## config.mk

```make
export PLATFORM = sky130hd
export DESIGN_NAME = i2c_mpu_responder
export DESIGN_NICKNAME = d
export VERILOG_FILES = /design/src/rtl/i2c_mpu_pkg.sv /design/src/rtl/i2c_mpu_responder_line_cond.sv /design/src/rtl/i2c_mpu_responder.sv
export SDC_FILE = /design/constraint.sdc
export NUM_CORES = 1
export LEC_CHECK = 0
export BUFFER_PORTS_ARGS = -buffer_cell sky130_fd_sc_hd__buf_2
export CORE_ASPECT_RATIO = 0.7
export CORE_MARGIN = 8
export CORE_UTILIZATION = 58
export CTS_CLUSTER_SIZE = 12
export DETAILED_ROUTE_END_ITERATION = 12
export PLACE_DENSITY = 0.77
export SLEW_MARGIN = 20
export SYNTH_ARGS = -nofsm -noshare
export SYNTH_HDL_FRONTEND = slang
export SYNTH_SLANG_ARGS = --single-unit
```

## constraint.sdc

```tcl
create_clock -name clk -period 2.7 [get_ports clk]
set_clock_uncertainty 0.15 [all_clocks]
set_input_delay 0.675 -clock clk [delete_from_list [all_inputs] [get_ports clk]]
set_output_delay 0.675 -clock clk [all_outputs]
set_load 0.02 [all_outputs]
```

## src/rtl/i2c_mpu_pkg.sv

```systemverilog
// Shared types and register map for the MPU6050 I2C target emulator.
package i2c_mpu_pkg;

  typedef enum logic [3:0] {
    ST_IDLE,
    ST_ADDR,
    ST_ADDR_ACK,
    ST_REG,
    ST_REG_ACK,
    ST_WDATA,
    ST_WDATA_ACK,
    ST_RDATA,
    ST_RACK,
    ST_IGNORE
  } state_t;

  localparam logic [7:0] ACCEL_XOUT_H = 8'h3B;
  localparam logic [7:0] ACCEL_XOUT_L = 8'h3C;
  localparam logic [7:0] ACCEL_YOUT_H = 8'h3D;
  localparam logic [7:0] ACCEL_YOUT_L = 8'h3E;
  localparam logic [7:0] ACCEL_ZOUT_H = 8'h3F;
  localparam logic [7:0] ACCEL_ZOUT_L = 8'h40;
  localparam logic [7:0] PWR_MGMT_1   = 8'h6B;
  localparam logic [7:0] WHO_AM_I     = 8'h75;

  localparam logic [7:0] PWR_MGMT_RST = 8'h40;

  // snap packs {x, y, z}, each 16 bits, high byte first
  function automatic logic [7:0] reg_read(input logic [7:0]  addr,
                                          input logic [47:0] snap,
                                          input logic [7:0]  pwr,
                                          input logic [7:0]  who);
    case (addr)
      ACCEL_XOUT_H: reg_read = snap[47:40];
      ACCEL_XOUT_L: reg_read = snap[39:32];
      ACCEL_YOUT_H: reg_read = snap[31:24];
      ACCEL_YOUT_L: reg_read = snap[23:16];
      ACCEL_ZOUT_H: reg_read = snap[15:8];
      ACCEL_ZOUT_L: reg_read = snap[7:0];
      PWR_MGMT_1:   reg_read = pwr;
      WHO_AM_I:     reg_read = who;
      default:      reg_read = 8'h00;
    endcase
  endfunction

endpackage

```

## src/rtl/i2c_mpu_responder_line_cond.sv

```systemverilog
// SCL/SDA synchronizer + glitch filter, producing bus edge and START/STOP pulses.
module i2c_line_cond #(
  parameter int FILT_LEN = 3
) (
  input  logic clk,
  input  logic rst,
  input  logic i_scl,
  input  logic i_sda,
  output logic o_scl_rise,
  output logic o_scl_fall,
  output logic o_start,
  output logic o_stop,
  output logic o_sda
);

  logic [1:0]          r_scl_s, r_sda_s;
  logic [FILT_LEN-2:0] r_scl_h, r_sda_h;
  logic                r_scl_f, r_scl_q, r_sda_f, r_sda_q;
  logic [FILT_LEN-1:0] w_scl_win, w_sda_win;

  // window = newest synchronized sample plus FILT_LEN-1 older ones
  assign w_scl_win = {r_scl_h, r_scl_s[1]};
  assign w_sda_win = {r_sda_h, r_sda_s[1]};

  // idle bus is high, so reset to 1 to avoid spurious edges
  always_ff @(posedge clk or negedge rst) begin
    if (!rst) begin
      r_scl_s <= '1;
      r_sda_s <= '1;
      r_scl_h <= '1;
      r_sda_h <= '1;
      r_scl_f <= 1'b1;
      r_scl_q <= 1'b1;
      r_sda_f <= 1'b1;
      r_sda_q <= 1'b1;
    end else begin
      r_scl_s <= {r_scl_s[0], i_scl};
      r_sda_s <= {r_sda_s[0], i_sda};
      r_scl_h <= w_scl_win[FILT_LEN-2:0];
      r_sda_h <= w_sda_win[FILT_LEN-2:0];
      if (w_scl_win == '1)      r_scl_f <= 1'b1;
      else if (w_scl_win == '0) r_scl_f <= 1'b0;
      if (w_sda_win == '1)      r_sda_f <= 1'b1;
      else if (w_sda_win == '0) r_sda_f <= 1'b0;
      r_scl_q <= r_scl_f;
      r_sda_q <= r_sda_f;
    end
  end

  assign o_scl_rise = r_scl_f & ~r_scl_q;
  assign o_scl_fall = ~r_scl_f & r_scl_q;
  assign o_start    = r_scl_f & r_scl_q & ~r_sda_f & r_sda_q;
  assign o_stop     = r_scl_f & r_scl_q & r_sda_f & ~r_sda_q;
  assign o_sda      = r_sda_f;

endmodule

```

## src/rtl/i2c_mpu_responder.sv

```systemverilog
// I2C target emulating the MPU6050 register interface (accel, PWR_MGMT_1, WHO_AM_I).
//   state        | meaning
//   ST_IDLE      | waiting for START
//   ST_ADDR      | shifting in device address + R/W
//   ST_ADDR_ACK  | driving ACK for a matched address
//   ST_REG       | shifting in register pointer
//   ST_REG_ACK   | driving ACK for the pointer byte
//   ST_WDATA     | shifting in a write data byte
//   ST_WDATA_ACK | driving ACK, then committing the write
//   ST_RDATA     | shifting out the byte at the pointer
//   ST_RACK      | sampling the master's ACK/NACK
//   ST_IGNORE    | not addressed / NACKed; wait for START or STOP
module i2c_mpu_responder
  import i2c_mpu_pkg::*;
#(
  parameter logic [6:0] DEV_ADDR     = 7'h68,
  parameter logic [7:0] WHO_AM_I_VAL = 8'h68,
  parameter int         FILT_LEN     = 3
) (
  input  logic        clk,
  input  logic        rst,
  input  logic        scl_i,
  input  logic        sda_i,
  output logic        sda_oe,
  input  logic [15:0] accel_x,
  input  logic [15:0] accel_y,
  input  logic [15:0] accel_z,
  output logic [7:0]  pwr_mgmt,
  output logic        busy,
  output logic        wr_stb,
  output logic [7:0]  wr_addr,
  output logic [7:0]  wr_data
);

  logic w_scl_rise, w_scl_fall, w_start, w_stop, w_sda;

  i2c_line_cond #(.FILT_LEN(FILT_LEN)) u_line_cond (
    .clk        (clk),
    .rst        (rst),
    .i_scl      (scl_i),
    .i_sda      (sda_i),
    .o_scl_rise (w_scl_rise),
    .o_scl_fall (w_scl_fall),
    .o_start    (w_start),
    .o_stop     (w_stop),
    .o_sda      (w_sda)
  );

  state_t      r_state;
  logic [7:0]  r_shift, r_ptr, r_pwr, r_wr_addr, r_wr_data;
  logic [3:0]  r_bitcnt;
  logic        r_ack_on, r_rw, r_sda_oe, r_busy, r_wr_stb;
  logic [47:0] r_snap;

  logic [7:0]  w_byte, w_rd_first, w_rd_next;
  logic [47:0] w_live;

  assign w_byte     = {r_shift[6:0], w_sda};
  assign w_live     = {accel_x, accel_y, accel_z};
  // first byte of a read is served from the live inputs, which equal the snapshot being taken
  assign w_rd_first = reg_read(r_ptr, w_live, r_pwr, WHO_AM_I_VAL);
  assign w_rd_next  = reg_read(r_ptr, r_snap, r_pwr, WHO_AM_I_VAL);

  always_ff @(posedge clk or negedge rst) begin
    if (!rst) begin
      r_state   <= ST_IDLE;
      r_shift   <= '0;
      r_ptr     <= '0;
      r_pwr     <= PWR_MGMT_RST;
      r_bitcnt  <= '0;
      r_ack_on  <= 1'b0;
      r_rw      <= 1'b0;
      r_sda_oe  <= 1'b0;
      r_busy    <= 1'b0;
      r_wr_stb  <= 1'b0;
      r_wr_addr <= '0;
      r_wr_data <= '0;
      r_snap    <= '0;
    end else begin
      r_wr_stb <= 1'b0;
      if (w_stop) begin
        r_state  <= ST_IDLE;
        r_sda_oe <= 1'b0;
        r_busy   <= 1'b0;
        r_ack_on <= 1'b0;
      end else if (w_start) begin
        r_state  <= ST_ADDR;
        r_bitcnt <= '0;
        r_sda_oe <= 1'b0;
        r_ack_on <= 1'b0;
      end else begin
        case (r_state)
          ST_ADDR: if (w_scl_rise) begin
            r_shift  <= w_byte;
            r_bitcnt <= r_bitcnt + 4'd1;
            if (r_bitcnt == 4'd7) begin
              if (w_byte[7:1] == DEV_ADDR) begin
                r_state <= ST_ADDR_ACK;
                r_busy  <= 1'b1;
                r_rw    <= w_sda;
              end else begin
                r_state <= ST_IGNORE;
              end
            end
          end
          ST_REG: if (w_scl_rise) begin
            r_shift  <= w_byte;
            r_bitcnt <= r_bitcnt + 4'd1;
            if (r_bitcnt == 4'd7) begin
              r_ptr   <= w_byte;
              r_state <= ST_REG_ACK;
            end
          end
          ST_WDATA: if (w_scl_rise) begin
            r_shift  <= w_byte;
            r_bitcnt <= r_bitcnt + 4'd1;
            if (r_bitcnt == 4'd7) r_state <= ST_WDATA_ACK;
          end
          // first fall after the 8th bit asserts ACK, the second ends the ACK slot
          ST_ADDR_ACK, ST_REG_ACK, ST_WDATA_ACK: if (w_scl_fall) begin
            if (!r_ack_on) begin
              r_sda_oe <= 1'b1;
              r_ack_on <= 1'b1;
            end else begin
              r_ack_on <= 1'b0;
              r_sda_oe <= 1'b0;
              r_bitcnt <= '0;
              if (r_state == ST_ADDR_ACK) begin
                if (r_rw) begin
                  r_snap   <= w_live;
                  r_shift  <= w_rd_first;
                  r_sda_oe <= ~w_rd_first[7];
                  r_state  <= ST_RDATA;
                end else begin
                  r_state <= ST_REG;
                end
              end else if (r_state == ST_REG_ACK) begin
                r_state <= ST_WDATA;
              end else begin
                r_wr_stb  <= 1'b1;
                r_wr_addr <= r_ptr;
                r_wr_data <= r_shift;
                if (r_ptr == PWR_MGMT_1) r_pwr <= r_shift;
                r_ptr   <= r_ptr + 8'd1;
                r_state <= ST_WDATA;
              end
            end
          end
          ST_RDATA: begin
            if (w_scl_rise) begin
              r_bitcnt <= r_bitcnt + 4'd1;
            end else if (w_scl_fall) begin
              if (r_bitcnt == 4'd8) begin
                r_sda_oe <= 1'b0;
                r_state  <= ST_RACK;
              end else begin
                r_shift  <= {r_shift[6:0], 1'b0};
                r_sda_oe <= ~r_shift[6];
              end
            end
          end
          ST_RACK: begin
            if (w_scl_rise) begin
              if (!w_sda) begin
                r_ptr    <= r_ptr + 8'd1;
                r_ack_on <= 1'b1;
              end else begin
                r_state <= ST_IGNORE;
              end
            end else if (w_scl_fall && r_ack_on) begin
              r_ack_on <= 1'b0;
              r_shift  <= w_rd_next;
              r_sda_oe <= ~w_rd_next[7];
              r_bitcnt <= '0;
              r_state  <= ST_RDATA;
            end
          end
          default: ;
        endcase
      end
    end
  end

  assign sda_oe   = r_sda_oe;
  assign busy     = r_busy;
  assign wr_stb   = r_wr_stb;
  assign wr_addr  = r_wr_addr;
  assign wr_data  = r_wr_data;
  assign pwr_mgmt = r_pwr;

endmodule
```

==> out/qor.csv <==
metric,value,unit
status,"finished, final reports clean",
drc_errors,0,
max_cap_violations,0,
wire_per_inst,21.42,µm
final_nets,726,
place_congestion,0.9227,
syn-num-nets,633,
crit_path_cell_trace,nand3b_4 -> or4_1 -> or3_1 -> mux2_4,
synth-edff-count,0,
ys_async_sr_fraction,1.000,
end_kind,flop,
timing.max_slew.rel_slack,0.5991,
critPathKind,flop to flop,
ir_drop,0.0005116,V
synth_cells,575,
max_stage_delay,660,ps
vias_per_cell,6.475,
synthTopCellsByArea,"dfrtp_1 42%, mux2_2 11%, dfstp_2 5.7%",
core,10200,µm²
dr.pass1.iters,6,
synth.most_common_cell,dfrtp_1,
insertion_delay,410,ps
finalSetupViolations,0,
cts_made_buffers,17,
n_antenna_cell,0,
yosysWarnings,0,
clkPwrFrac,0.364,
ys.flop_type,dfrtp_1,
gr-total-overflow,0,
switching_share,0.3443,
grt_pass1_vias,5269,
path_buf_inv,0,
slew_violations,0,
clk_pin_slew,60,ps
p_switching,2126,µW
drt-total-wl,17420,µm
seq_power_share,0.348,
setup_ws,126.9,ps
die_w,137.4,µm
p_int,4050,µW
power_density,851.6,nW/µm²
worstPathArrival,2720,ps
ant_nets,0,
p_comb_frac,0.289,
dpl.cell_count,781,
place_hpwl,12430,µm
die_h,101.0,µm
rows,31,
postCtsSetupBuffers,0,
clk_path_buf_depth,2,
synth_seq_area_share,0.4756,
cp_top_family,simple AND/OR/NAND/NOR gates,
io_pins,79,
cts_tree,done,
port_buffers,78,
fin_cells,813,
worst_setup_path_start_kind,flop,
power.leakage,0.003501,µW
hold_class,input pin to async pin,
fin_setup_tns,0,ps
slowest_stage,dfstp_2,
synth_area_per_cell,10.40,µm²
cts_htree_levels,4,
min_period_over_period,0.9530,
cp_max_fo,10,
grt_pass1_wl,28020,µm
whs,108.5,ps
netlist_top_cells_count,"100 x dfrtp_1, 85 x nand2_1, 58 x mux2_2",
initial_utilization,0.5862,
worstPathRequired,2840,ps
route.vias.total,5264,
period_needed,2573,ps
grt_antenna_before_repair,0,
rsz0062_at_grt,no,
drive_gt1_frac,0.3554,
netlist.area_leader.share,0.4185,
ys_types,74,
final_util,0.7109,
synth_seq_cells,113,
drt_iter0_markers,618,
area_growth,21.28,%
timing.fmax,0.3886,GHz
grt_max_degree,49,
tightest_slew,601.3,ps
synth_top_area_cell,dfrtp_1,
die_area,13870,µm²
root_buffer,clkbuf_16,
grt_usage,0.2617,
final_hold_viol_count,0,
synth.cell_area,5979,µm²
clock_sinks,113,
post-place-ws,152.4,ps
power by group through the flow:
stage	Combinational (µW)	Sequential (µW)	Clock, µW
after floorplan	1210	2030	0
after global placement	1690	2130	0
after detailed placement	1730	2150	0
after CTS	1750	2130	2250
after global routing	1930	2160	2340
final	1780	2150	2250
worst register-to-register path, delay by kind of cell, from the launching register on:
kind / cells / cell delay (ps)
AND/OR/NAND/NOR: 3 / 1260
flip-flops: 1 / 660
multiplexers: 1 / 380
routing by layer:
metal | share of wire | GRT usage | wire length [µm]
met1 | 0.45 | 0.3605 | 7813
met2 | 0.44 | 0.3945 | 7744
met3 | 0.090 | 0.06922 | 1567
met4 | 0.017 | 0.07987 | 291
met5 | 0 | 0 | 0
stage by stage:
stage | cell area (µm²) | power (µW)
finish | 7252 | 6176
CTS | 7246 | 6134
detailed placement | 6653 | 3877
global route | 7252 | 6439
global placement | 6653 | 3829
floorplan | 5979 | 3246
area by class of cell:
type | instances | area (µm²)
Clock inverter | 9 | 105.1
Timing Repair Buffer | 112 | 698.2
Tap cell | 132 | 165.2
Fill cell | 752 | 2949
Multi-Input combinational cell | 412 | 2907
Inverter | 12 | 45.04
Clock buffer | 23 | 488.0
Sequential cell | 113 | 2844
final timing paths:
check,from,endpoint,slack [ps],depth (start not counted)
setup / recovery,u_line_cond.r_scl_q$_DFF_PN1_,pwr_mgmt[0]$_DFFE_PN0P_,130,4
hold / removal,rst,r_snap[38]$_DFFE_PN0P_,110,1
setup reg to reg,u_line_cond.r_scl_q$_DFF_PN1_,pwr_mgmt[0]$_DFFE_PN0P_,130,4
hold reg to reg,u_line_cond.r_scl_s[0]$_DFF_PN1_,u_line_cond.r_scl_s[1]$_DFF_PN1_,200,0
max in group asynchronous,rst,wr_data[5]$_DFFE_PN0P_,1610,2
min in group clk,u_line_cond.r_scl_s[0]$_DFF_PN1_,u_line_cond.r_scl_s[1]$_DFF_PN1_,200,0
cells by family after synthesis:
group                    after synthesis  share of synthesized area
adder cells (fa/ha/maj)                6                    0.01255
AND/OR/NAND/NOR                      179                     0.1477
multiplexers                          67                     0.1310
flip-flops                           113                     0.4756
buffers and inverters                 50                    0.04059
XOR/XNOR                               2                   0.002930
AO/OA/AOI/OAI                        158                     0.1896
placed cells by master (no fill, tap or decap), types with 9 or more instances in the layout:
master     synthesis  routed
nor2_1            31      30
o21ai_0           21      21
buf_4              3      31
mux2_2            58      58
a21oi_1           30      30
dfrtp_1          100     100
inv_1             12      12
buf_2             16      77
dfstp_2           13      13
a22oi_1           24      24
a22o_1             9       9
clkbuf_16          0      17
nand3_1           14      14
nand2_1           85      85
state kept, by name, indices dropped and copies added (netlist names), 2 cells and up:
name                 count
pwr_mgmt                 8
r_bitcnt                 4
r_ptr                    8
r_shift                  8
r_snap                  48
r_state                  4
u_line_cond.r_scl_h      2
u_line_cond.r_scl_s      2
u_line_cond.r_sda_h      2
u_line_cond.r_sda_s      2
wr_addr                  8
wr_data                  8
repair_timing:
item	4_1_cts	5_1_grt
endpoints found under the setup margin	0	1
resized for setup	0	1
hold buffers	0	0
No activity file was read; power rests on OpenSTA's default activity.
